--- config.mk ---
export PLATFORM = sky130hd
export DESIGN_NAME = ub_writeback_deskew_flat
export DESIGN_NICKNAME = d
export VERILOG_FILES = /design/src/rtl/ub_writeback_deskew_if.sv /design/src/rtl/ub_writeback_deskew.sv /design/src/flat_wrapper.sv
export SDC_FILE = /design/constraint.sdc
export NUM_CORES = 1
export LEC_CHECK = 0
export CAP_MARGIN = 20
export CORE_MARGIN = 2
export CORE_UTILIZATION = 52
export CTS_CLUSTER_DIAMETER = 30
export CTS_CLUSTER_SIZE = 12
export DETAILED_ROUTE_END_ITERATION = 8
export GPL_TIMING_DRIVEN = 0
export PLACE_DENSITY = 0.84
export SLEW_MARGIN = 10
export SYNTH_ARGS = -nofsm -noshare
export SYNTH_HDL_FRONTEND = slang
export SYNTH_SLANG_ARGS = --single-unit
--- constraint.sdc ---
create_clock -name clk -period 5.4 [get_ports clk]
set_input_delay 1.08 -clock clk [delete_from_list [all_inputs] [get_ports clk]]
set_output_delay 1.08 -clock clk [all_outputs]
set_load 0.01 [all_outputs]
--- src/rtl/ub_writeback_deskew_if.sv ---
// Bundle for the staggered two-lane receive side and the UB pair-write port.
// The master drives the lanes and start; the slave (deskew block) drives the writes.
interface ub_writeback_deskew_if #(
  parameter int DATA_W = 16,
  parameter int ADDR_W = 6
);
  logic              start_in;
  logic [ADDR_W-1:0] base_addr_in;
  logic [ADDR_W-1:0] num_elems_in;
  logic [DATA_W-1:0] lane1_data_in;
  logic              lane1_valid_in;
  logic [DATA_W-1:0] lane2_data_in;
  logic              lane2_valid_in;
  logic [ADDR_W-1:0] wr_addr_out;
  logic [DATA_W-1:0] wr_data_1_out;
  logic [DATA_W-1:0] wr_data_2_out;
  logic              wr_valid_1_out;
  logic              wr_valid_2_out;
  logic              busy_out;
  logic              done_out;
  logic              err_out;

  modport master (
    output start_in, base_addr_in, num_elems_in,
    output lane1_data_in, lane1_valid_in,
    output lane2_data_in, lane2_valid_in,
    input  wr_addr_out, wr_data_1_out, wr_data_2_out,
    input  wr_valid_1_out, wr_valid_2_out,
    input  busy_out, done_out, err_out
  );

  modport slave (
    input  start_in, base_addr_in, num_elems_in,
    input  lane1_data_in, lane1_valid_in,
    input  lane2_data_in, lane2_valid_in,
    output wr_addr_out, wr_data_1_out, wr_data_2_out,
    output wr_valid_1_out, wr_valid_2_out,
    output busy_out, done_out, err_out
  );
endinterface

--- src/rtl/ub_writeback_deskew.sv ---
// Re-pairs staggered systolic result lanes into address-explicit UB pair writes.
// Define WB_RELU_EN to clamp negative words to zero before the write registers.
module ub_writeback_deskew #(
  parameter int DATA_W = 16,
  parameter int ADDR_W = 6
) (
  input logic                  clk,
  input logic                  rst,
  ub_writeback_deskew_if.slave bus
);
  typedef enum logic {IDLE, ACTIVE} state_t;

  state_t            state, state_d;
  logic [ADDR_W-1:0] base, base_d;
  logic [ADDR_W-1:0] left, left_d;
  logic [ADDR_W-1:0] pidx, pidx_d;
  logic [DATA_W-1:0] hold, hold_d;
  logic              hold_v, hold_v_d;
  logic [ADDR_W-1:0] addr, addr_d;
  logic [DATA_W-1:0] d1, d1_d;
  logic [DATA_W-1:0] d2, d2_d;
  logic              v1, v1_d;
  logic              v2, v2_d;
  logic              done, done_d;
  logic              err, err_d;
  logic              pair, flush;
  logic [ADDR_W-1:0] rem, slot;

  function automatic logic [DATA_W-1:0] relu(input logic [DATA_W-1:0] w);
`ifdef WB_RELU_EN
    return w[DATA_W-1] ? '0 : w;
`else
    return w;
`endif
  endfunction

  assign slot  = base + {pidx[ADDR_W-2:0], 1'b0};
  assign pair  = bus.lane2_valid_in && hold_v;
  assign rem   = pair ? left - ADDR_W'(2) : left;
  // a held word with one element left is the odd tail: flush it on its own
  assign flush = hold_v && (left == ADDR_W'(1));

  always_comb begin
    state_d  = state;
    base_d   = base;
    left_d   = left;
    pidx_d   = pidx;
    hold_d   = hold;
    hold_v_d = hold_v;
    addr_d   = addr;
    d1_d     = d1;
    d2_d     = d2;
    v1_d     = 1'b0;
    v2_d     = 1'b0;
    done_d   = 1'b0;
    err_d    = err;
    unique case (state)
      IDLE: begin
        if (bus.start_in) begin
          err_d    = 1'b0;
          base_d   = bus.base_addr_in;
          left_d   = bus.num_elems_in;
          pidx_d   = '0;
          hold_v_d = 1'b0;
          if (bus.num_elems_in == '0) done_d = 1'b1;
          else state_d = ACTIVE;
        end
      end
      ACTIVE: begin
        if (bus.start_in) err_d = 1'b1;
        if (flush) begin
          v1_d     = 1'b1;
          d1_d     = relu(hold);
          d2_d     = '0;
          addr_d   = slot;
          left_d   = '0;
          hold_v_d = 1'b0;
          if (bus.lane1_valid_in || bus.lane2_valid_in) err_d = 1'b1;
        end else begin
          if (bus.lane2_valid_in && !hold_v) err_d = 1'b1;
          if (pair) begin
            v1_d     = 1'b1;
            v2_d     = 1'b1;
            d1_d     = relu(hold);
            d2_d     = relu(bus.lane2_data_in);
            addr_d   = slot;
            pidx_d   = pidx + ADDR_W'(1);
            hold_v_d = 1'b0;
            left_d   = rem;
          end
          if (bus.lane1_valid_in) begin
            if ((hold_v && !pair) || rem == '0) begin
              err_d = 1'b1;
            end else if (rem == ADDR_W'(1) && !pair) begin
              v1_d   = 1'b1;
              d1_d   = relu(bus.lane1_data_in);
              d2_d   = '0;
              addr_d = slot;
              left_d = '0;
            end else begin
              hold_d   = bus.lane1_data_in;
              hold_v_d = 1'b1;
            end
          end
        end
        if (left_d == '0) begin
          state_d = IDLE;
          done_d  = 1'b1;
        end
      end
    endcase
  end

  always_ff @(posedge clk or posedge rst) begin
    if (rst) begin
      state  <= IDLE;
      base   <= '0;
      left   <= '0;
      pidx   <= '0;
      hold   <= '0;
      hold_v <= 1'b0;
      addr   <= '0;
      d1     <= '0;
      d2     <= '0;
      v1     <= 1'b0;
      v2     <= 1'b0;
      done   <= 1'b0;
      err    <= 1'b0;
    end else begin
      state  <= state_d;
      base   <= base_d;
      left   <= left_d;
      pidx   <= pidx_d;
      hold   <= hold_d;
      hold_v <= hold_v_d;
      addr   <= addr_d;
      d1     <= d1_d;
      d2     <= d2_d;
      v1     <= v1_d;
      v2     <= v2_d;
      done   <= done_d;
      err    <= err_d;
    end
  end

  assign bus.wr_addr_out    = addr;
  assign bus.wr_data_1_out  = d1;
  assign bus.wr_data_2_out  = d2;
  assign bus.wr_valid_1_out = v1;
  assign bus.wr_valid_2_out = v2;
  assign bus.busy_out       = (state == ACTIVE);
  assign bus.done_out       = done;
  assign bus.err_out        = err;
endmodule

--- src/flat_wrapper.sv ---
// flat-port wrapper written by rule: the top's interface ports become plain ports
module ub_writeback_deskew_flat 
#(
  parameter int DATA_W = 16,
  parameter int ADDR_W = 6
)
  (clk, rst, bus_start_in, bus_base_addr_in, bus_num_elems_in, bus_lane1_data_in, bus_lane1_valid_in, bus_lane2_data_in, bus_lane2_valid_in, bus_wr_addr_out, bus_wr_data_1_out, bus_wr_data_2_out, bus_wr_valid_1_out, bus_wr_valid_2_out, bus_busy_out, bus_done_out, bus_err_out);
  ub_writeback_deskew_if #(.DATA_W(DATA_W), .ADDR_W(ADDR_W)) bus_i ();
  input logic clk;
  input logic rst;
  input wire logic [$bits(bus_i.start_in)-1:0] bus_start_in;
  input wire logic [$bits(bus_i.base_addr_in)-1:0] bus_base_addr_in;
  input wire logic [$bits(bus_i.num_elems_in)-1:0] bus_num_elems_in;
  input wire logic [$bits(bus_i.lane1_data_in)-1:0] bus_lane1_data_in;
  input wire logic [$bits(bus_i.lane1_valid_in)-1:0] bus_lane1_valid_in;
  input wire logic [$bits(bus_i.lane2_data_in)-1:0] bus_lane2_data_in;
  input wire logic [$bits(bus_i.lane2_valid_in)-1:0] bus_lane2_valid_in;
  output wire logic [$bits(bus_i.wr_addr_out)-1:0] bus_wr_addr_out;
  output wire logic [$bits(bus_i.wr_data_1_out)-1:0] bus_wr_data_1_out;
  output wire logic [$bits(bus_i.wr_data_2_out)-1:0] bus_wr_data_2_out;
  output wire logic [$bits(bus_i.wr_valid_1_out)-1:0] bus_wr_valid_1_out;
  output wire logic [$bits(bus_i.wr_valid_2_out)-1:0] bus_wr_valid_2_out;
  output wire logic [$bits(bus_i.busy_out)-1:0] bus_busy_out;
  output wire logic [$bits(bus_i.done_out)-1:0] bus_done_out;
  output wire logic [$bits(bus_i.err_out)-1:0] bus_err_out;
  assign bus_i.start_in = bus_start_in;
  assign bus_i.base_addr_in = bus_base_addr_in;
  assign bus_i.num_elems_in = bus_num_elems_in;
  assign bus_i.lane1_data_in = bus_lane1_data_in;
  assign bus_i.lane1_valid_in = bus_lane1_valid_in;
  assign bus_i.lane2_data_in = bus_lane2_data_in;
  assign bus_i.lane2_valid_in = bus_lane2_valid_in;
  assign bus_wr_addr_out = bus_i.wr_addr_out;
  assign bus_wr_data_1_out = bus_i.wr_data_1_out;
  assign bus_wr_data_2_out = bus_i.wr_data_2_out;
  assign bus_wr_valid_1_out = bus_i.wr_valid_1_out;
  assign bus_wr_valid_2_out = bus_i.wr_valid_2_out;
  assign bus_busy_out = bus_i.busy_out;
  assign bus_done_out = bus_i.done_out;
  assign bus_err_out = bus_i.err_out;
  ub_writeback_deskew #(.DATA_W(DATA_W), .ADDR_W(ADDR_W)) u_core (.clk(clk), .rst(rst), .bus(bus_i));
endmodule
==> Word-level counts from Yosys, hierarchy flattened <==
Index checks and enable logic that the tools add are counted.
{ "totals": {"output_inout_bits": 43, "inputBits": 49, "regBits": 78, "word_cells": 98} }
{ "op_classes": {"eq_ne": 5, "reduce_logical": 15, "add_sub_neg": 3, "muxes": 58, "bitwise_logic": 4} }
{ "op_table": {"columns": ["cell", "count"], "rows": [
  ["$mux W16", 10],
  ["$mux W6", 16],
  ["$mux W1", 26],
  ["$pmux W6 S2", 2],
  ["$logic_not A6 Y1", 3],
  ["$eq A6 B1 Y1 const B", 2],
  ["$pmux W1 S2", 4],
  ["$add A6 B1 Y6 const B", 1],
  ["$add A6 B6 Y6", 1],
  ["$ne A2 B2 Y1 const B", 3],
  ["$sub A6 B2 Y6 const B", 1],
  ["$logic_and A1 B1 Y1", 5],
  ["$reduce_and A5 Y1", 1],
  ["$not A1 Y1", 4],
  ["$reduce_and A3 Y1", 1],
  ["$logic_not A1 Y1", 2],
  ["$logic_or A1 B1 Y1", 2],
  ["$reduce_and A2 Y1", 1]
]} }

==> Logic depth before layout (Yosys ltp) <==
{ "logic_depth": {"word_depth": 12, "ltp_mapped": 9, "depth_no_buf": 8} }

==> Worst setup path before layout <==
Ideal clock, no wire load.
{ "synth_path": {"kind": "in2reg", "startpoint": "input bus_lane2_valid_in", "endpoint": "register u_core.hold[0]", "required_ps": 5275, "slack_ps": 2510, "setup_time_ps": 125, "cell_stages": 7, "arrival_ps": 2765, "path_cell_list": "buf_2 > and3b_1 > a211oi_1 > o2111ai_1 > o21ai_2 > buf_4 > mux2_2"} }
{ "synth_between": {"elab_chain_cells": 6} }
{ "synth_rtl": {"columns": ["item", "line", "source"], "rows": [
  ["from (decl)", "flat_wrapper.sv:17", "input wire logic [$bits(bus_i.lane2_valid_in)-1:0] bus_lane2_valid_in;"],
  ["$logic_and A1 B1 Y1 (*)", "ub_writeback_deskew.sv:38", "assign pair = bus.lane2_valid_in && hold_v;"],
  ["$mux W6 or $logic_not A1 Y1 (tied branches)", "ub_writeback_deskew.sv:39, ub_writeback_deskew.sv:92, ub_writeback_deskew.sv:94", null],
  ["$eq A6 B1 Y1, or another cell as far along", "ub_writeback_deskew.sv:94", "end else if (rem == ADDR_W'(1) && !pair) begin"],
  ["$logic_and A1 B1 Y1 or $logic_or A1 B1 Y1 (tied branches)", "ub_writeback_deskew.sv:94, ub_writeback_deskew.sv:92", null],
  ["$not A1 Y1 (no source line)", null, null],
  ["$reduce_and A5 Y1 (no source line) (*)", null, null],
  ["to (signal assigned)", "ub_writeback_deskew.sv:134", "hold <= hold_d;"],
  ["to (decl)", "ub_writeback_deskew.sv:17", "logic [DATA_W-1:0] hold, hold_d;"]
]} }
Mark *: on every way between the ends. The rest lies on a longest branch, timed or not.
A chain may end at the register's enable or synchronous reset.

==> Worst setup path in the final report <==
{ "layout_path": {"startpoint": "input bus_lane2_valid_in", "endpoint": "register u_core.hold[9]"} }
Same word-level chain as after synthesis.

==> impl_results.md <==
* Status: finished, final reports clean
* Max_slew headroom at 43.90%
* Final Core Density at 71.01%
* CTS Sinks at 77
* Compound-cell area share of the yosys netlist at 18.20%
* DRT Pass-1 Iters at 4
* Max-slew violations at 0
* Multiplexer share of the synthesized area at 7.456%
* Xor and xnor area share after synthesis at 1.484%
* Area share of fa/ha/maj cells after synthesis at 2.686%
* Die Y at 86.52 um
* Net switching power at 0.9602 mW
* Final hold viol count at 0
* Largest family of logic cells by synthesized area: compound AO/OA/AOI/OAI gates
* Crit end category: flop
* Area Overhead vs Synth at 33.99%
* Worst hold slack at 496.3 ps
* Yosys Warn Count at 0
* GRT overflow at 0
* Period utilization at 54.01%
* EDFF count, synth at 0
* Mean Syn Cell Area at 11.46 um^2
* Final nets at 466
* CP max stage cell: o21ai_2
* Placed Instances at 479
* Layout Cells excl Fill at 495
* HP Class: reg -> reg
* Antenna cells at 0
* Share of cells above drive strength 1 at 13.25%
* I/O Buffers at 89
* Final setup viols at 0
* Synthesized flop and latch total at 77
* Synth Area in Simple Gates at 11.38%
* Async SR Flop Fraction at 100.0%
* DRC violations left at 0
* Reg power frac at 38.0%
* Placed cell areas at 4562 um^2
* Total GRT Usage at 22.77%
* Final WS setup at 2484 ps
* Total nets after synthesis at 365
* Leakage at 2.088 nW
* DP Wirelength at 5.993 mm
* Crit path arrival time at 3150 ps
* Most common cell after layout, fill and taps aside: clkdlybuf4s50_1
* Largest net degree at the start of global routing at 47
* RePlAce Congestion at 0.9000
* Fmax at 342.9 MHz
* Syn Inst Count at 309
* Vias in the first global route at 2720
* MaxCap Viol Count at 0
* CTS root buf: clkbuf_8
* Setup TNS at 0 ps
* Critical path required time at 5630 ps
* Via density at 5.606
* Post-CTS Setup Bufs at 0
* Post-synth cell types at 49
* Sequential share of the synthesized area at 54.42%
* Final min period at 2916 ps
* H-tree levels at 3
* Setup WS pre-CTS at 2135 ps
* Site Rows at 30
* Worst-skew pair later-pin latency at 350 ps
* I/O pins at 92
* Clk pin slew, worst setup/hold paths at 80 ps
* Worst slew pin tran at 834.4 ps
* CP max stage delay at 480 ps
* Chip width at 86.52 um
* Logic pwr share at 46.9%
* Clk network pwr share at 15.1%
* Int Pwr at 1.704 mW
* PD cells at 561.5 nW/um^2
* DR WL/cell at 16.69 um
* CTS Hold Bufs at 0
* Die ar. at 7486 um^2
* Setup CP Type: in -> reg
* Largest delay share family, worst path: compound AO/OA/AOI/OAI gates
* Cts repair resizes at 0
* Maximum vdd drop at 0.3059 mV
* Most frequent cells in the layout: clkdlybuf4s50_1 (89), dfrtp_1 (77), nand2_1 (32), mux2_2 (19), inv_1 (18)
* Ys flop type: dfrtp_1
* DR iter-0 viols at 90
* CTS tree: done
* Worst-path cell chain: buf_2 -> and2_1 -> o21ai_0 -> o2111ai_1 -> o21ai_2 -> buf_4 -> mux2_2
* Unrepaired setup endpoints after global routing: false
* Switching Fraction at 36.04%
* Final wirelength at 8.260 mm
* Crit path max fanout at 10
* Total CTS buffers at 9
* Initial antenna violation count at 0
* Final Power at 2.664 mW
* Post-synthesis cell area at 3541 um^2
* Starting Density at 53.00%
* Detailed-route via count at 2775
* Core area at 6681 um^2
* Setup crit start kind: input port
* First-pass GRT wire length at 13.41 mm
* Antenna viol nets, final at 0
* Max Buffers Root-to-Sink at 2
* Finished Cell Area at 4745 um^2
* Bufs and invs on worst path at 2
* Post-Route Skew at 9.327 ps
path summary, 6_finish.rpt:
check                                   start                           end  slack [ps]  cells after the start
min                            u_core.base[1]                u_core.base[1]         500                      2
min in group asynchronous                 rst  u_core.bus.wr_data_1_out[15]        1090                      2
max                        bus_lane2_valid_in                u_core.hold[9]        2480                      7
max reg2reg                     u_core.hold_v                u_core.hold[9]        2690                      7
max in group asynchronous                 rst           u_core.bus.busy_out        3750                      3
min reg2reg                    u_core.base[1]                u_core.base[1]         500                      2
worst min-delay path, cell delays in order, from the launching register on:
cell	delay, ps
dfrtp_1	350
nand2_1	60
nand2_1	60
Yosys cell counts, types with 4 or more instances:
cell type  number  share of area [%]
mux2_2         19                6.0
a21o_1          4               0.85
nor2_1          9               0.95
buf_2           4               0.57
nand3_1         5               0.71
inv_1          19                2.0
xnor2_1         4               0.99
clkbuf_1        7               0.74
a22o_1         16                4.0
nand2_1        32                3.4
dfrtp_1        77                 54
o21ai_0        12                1.7
nand4_1         4               0.71
a21oi_1        11                1.6
ha_1            6                2.1
a22oi_1         4               0.85
nand2b_1       14                2.5
o221a_1        13                4.1
per-layer routing:
layer | vias to the layer above | GRT usage [%] | routed length (um)
li1 | 1324 | - | -
met1 | 1380 | 31.35 | 3747
met2 | 61 | 37.20 | 4114
met3 | 10 | 4.095 | 300
met4 | 0 | 6.676 | 96
met5 | - | 0 | 0
layout make-up:
class	count	area, um^2
Fill cell	482	1937
Sequential cell	77	1927
Multi-Input combinational cell	197	1459
Timing Repair Buffer	90	918.4
Clock buffer	9	123.9
Tap cell	80	100.1
Buffer	15	80.08
Inverter	20	77.57
Clock inverter	7	58.81
power by group through the flow:
stage                     combinational (mW)  sequential (mW)  clock [mW]
final                                   1.25             1.01       0.403
after global placement                  1.21             1.00           0
after CTS                               1.26             1.01       0.410
after floorplan                        0.678             1.06           0
after detailed placement                1.25             1.02           0
after global routing                    1.35             1.04       0.434
flip-flops by register name, indices dropped and copies added (netlist names), 5 cells and up:
register / cells
u_core.bus.wr_data_1_out: 16
u_core.hold: 16
u_core.bus.wr_data_2_out: 16
u_core.pidx: 5
u_core.left: 6
u_core.base: 6
u_core.bus.wr_addr_out: 6
cells by family after synthesis:
logic type	Yosys count
and+or+nand+nor	79
adders and majority gates	7
buffers and inverters	35
AOI/OAI and AO/OA	82
muxes	23
DFF	77
xor gates and xnor gates	6
(Power assumes the default switching activity.)
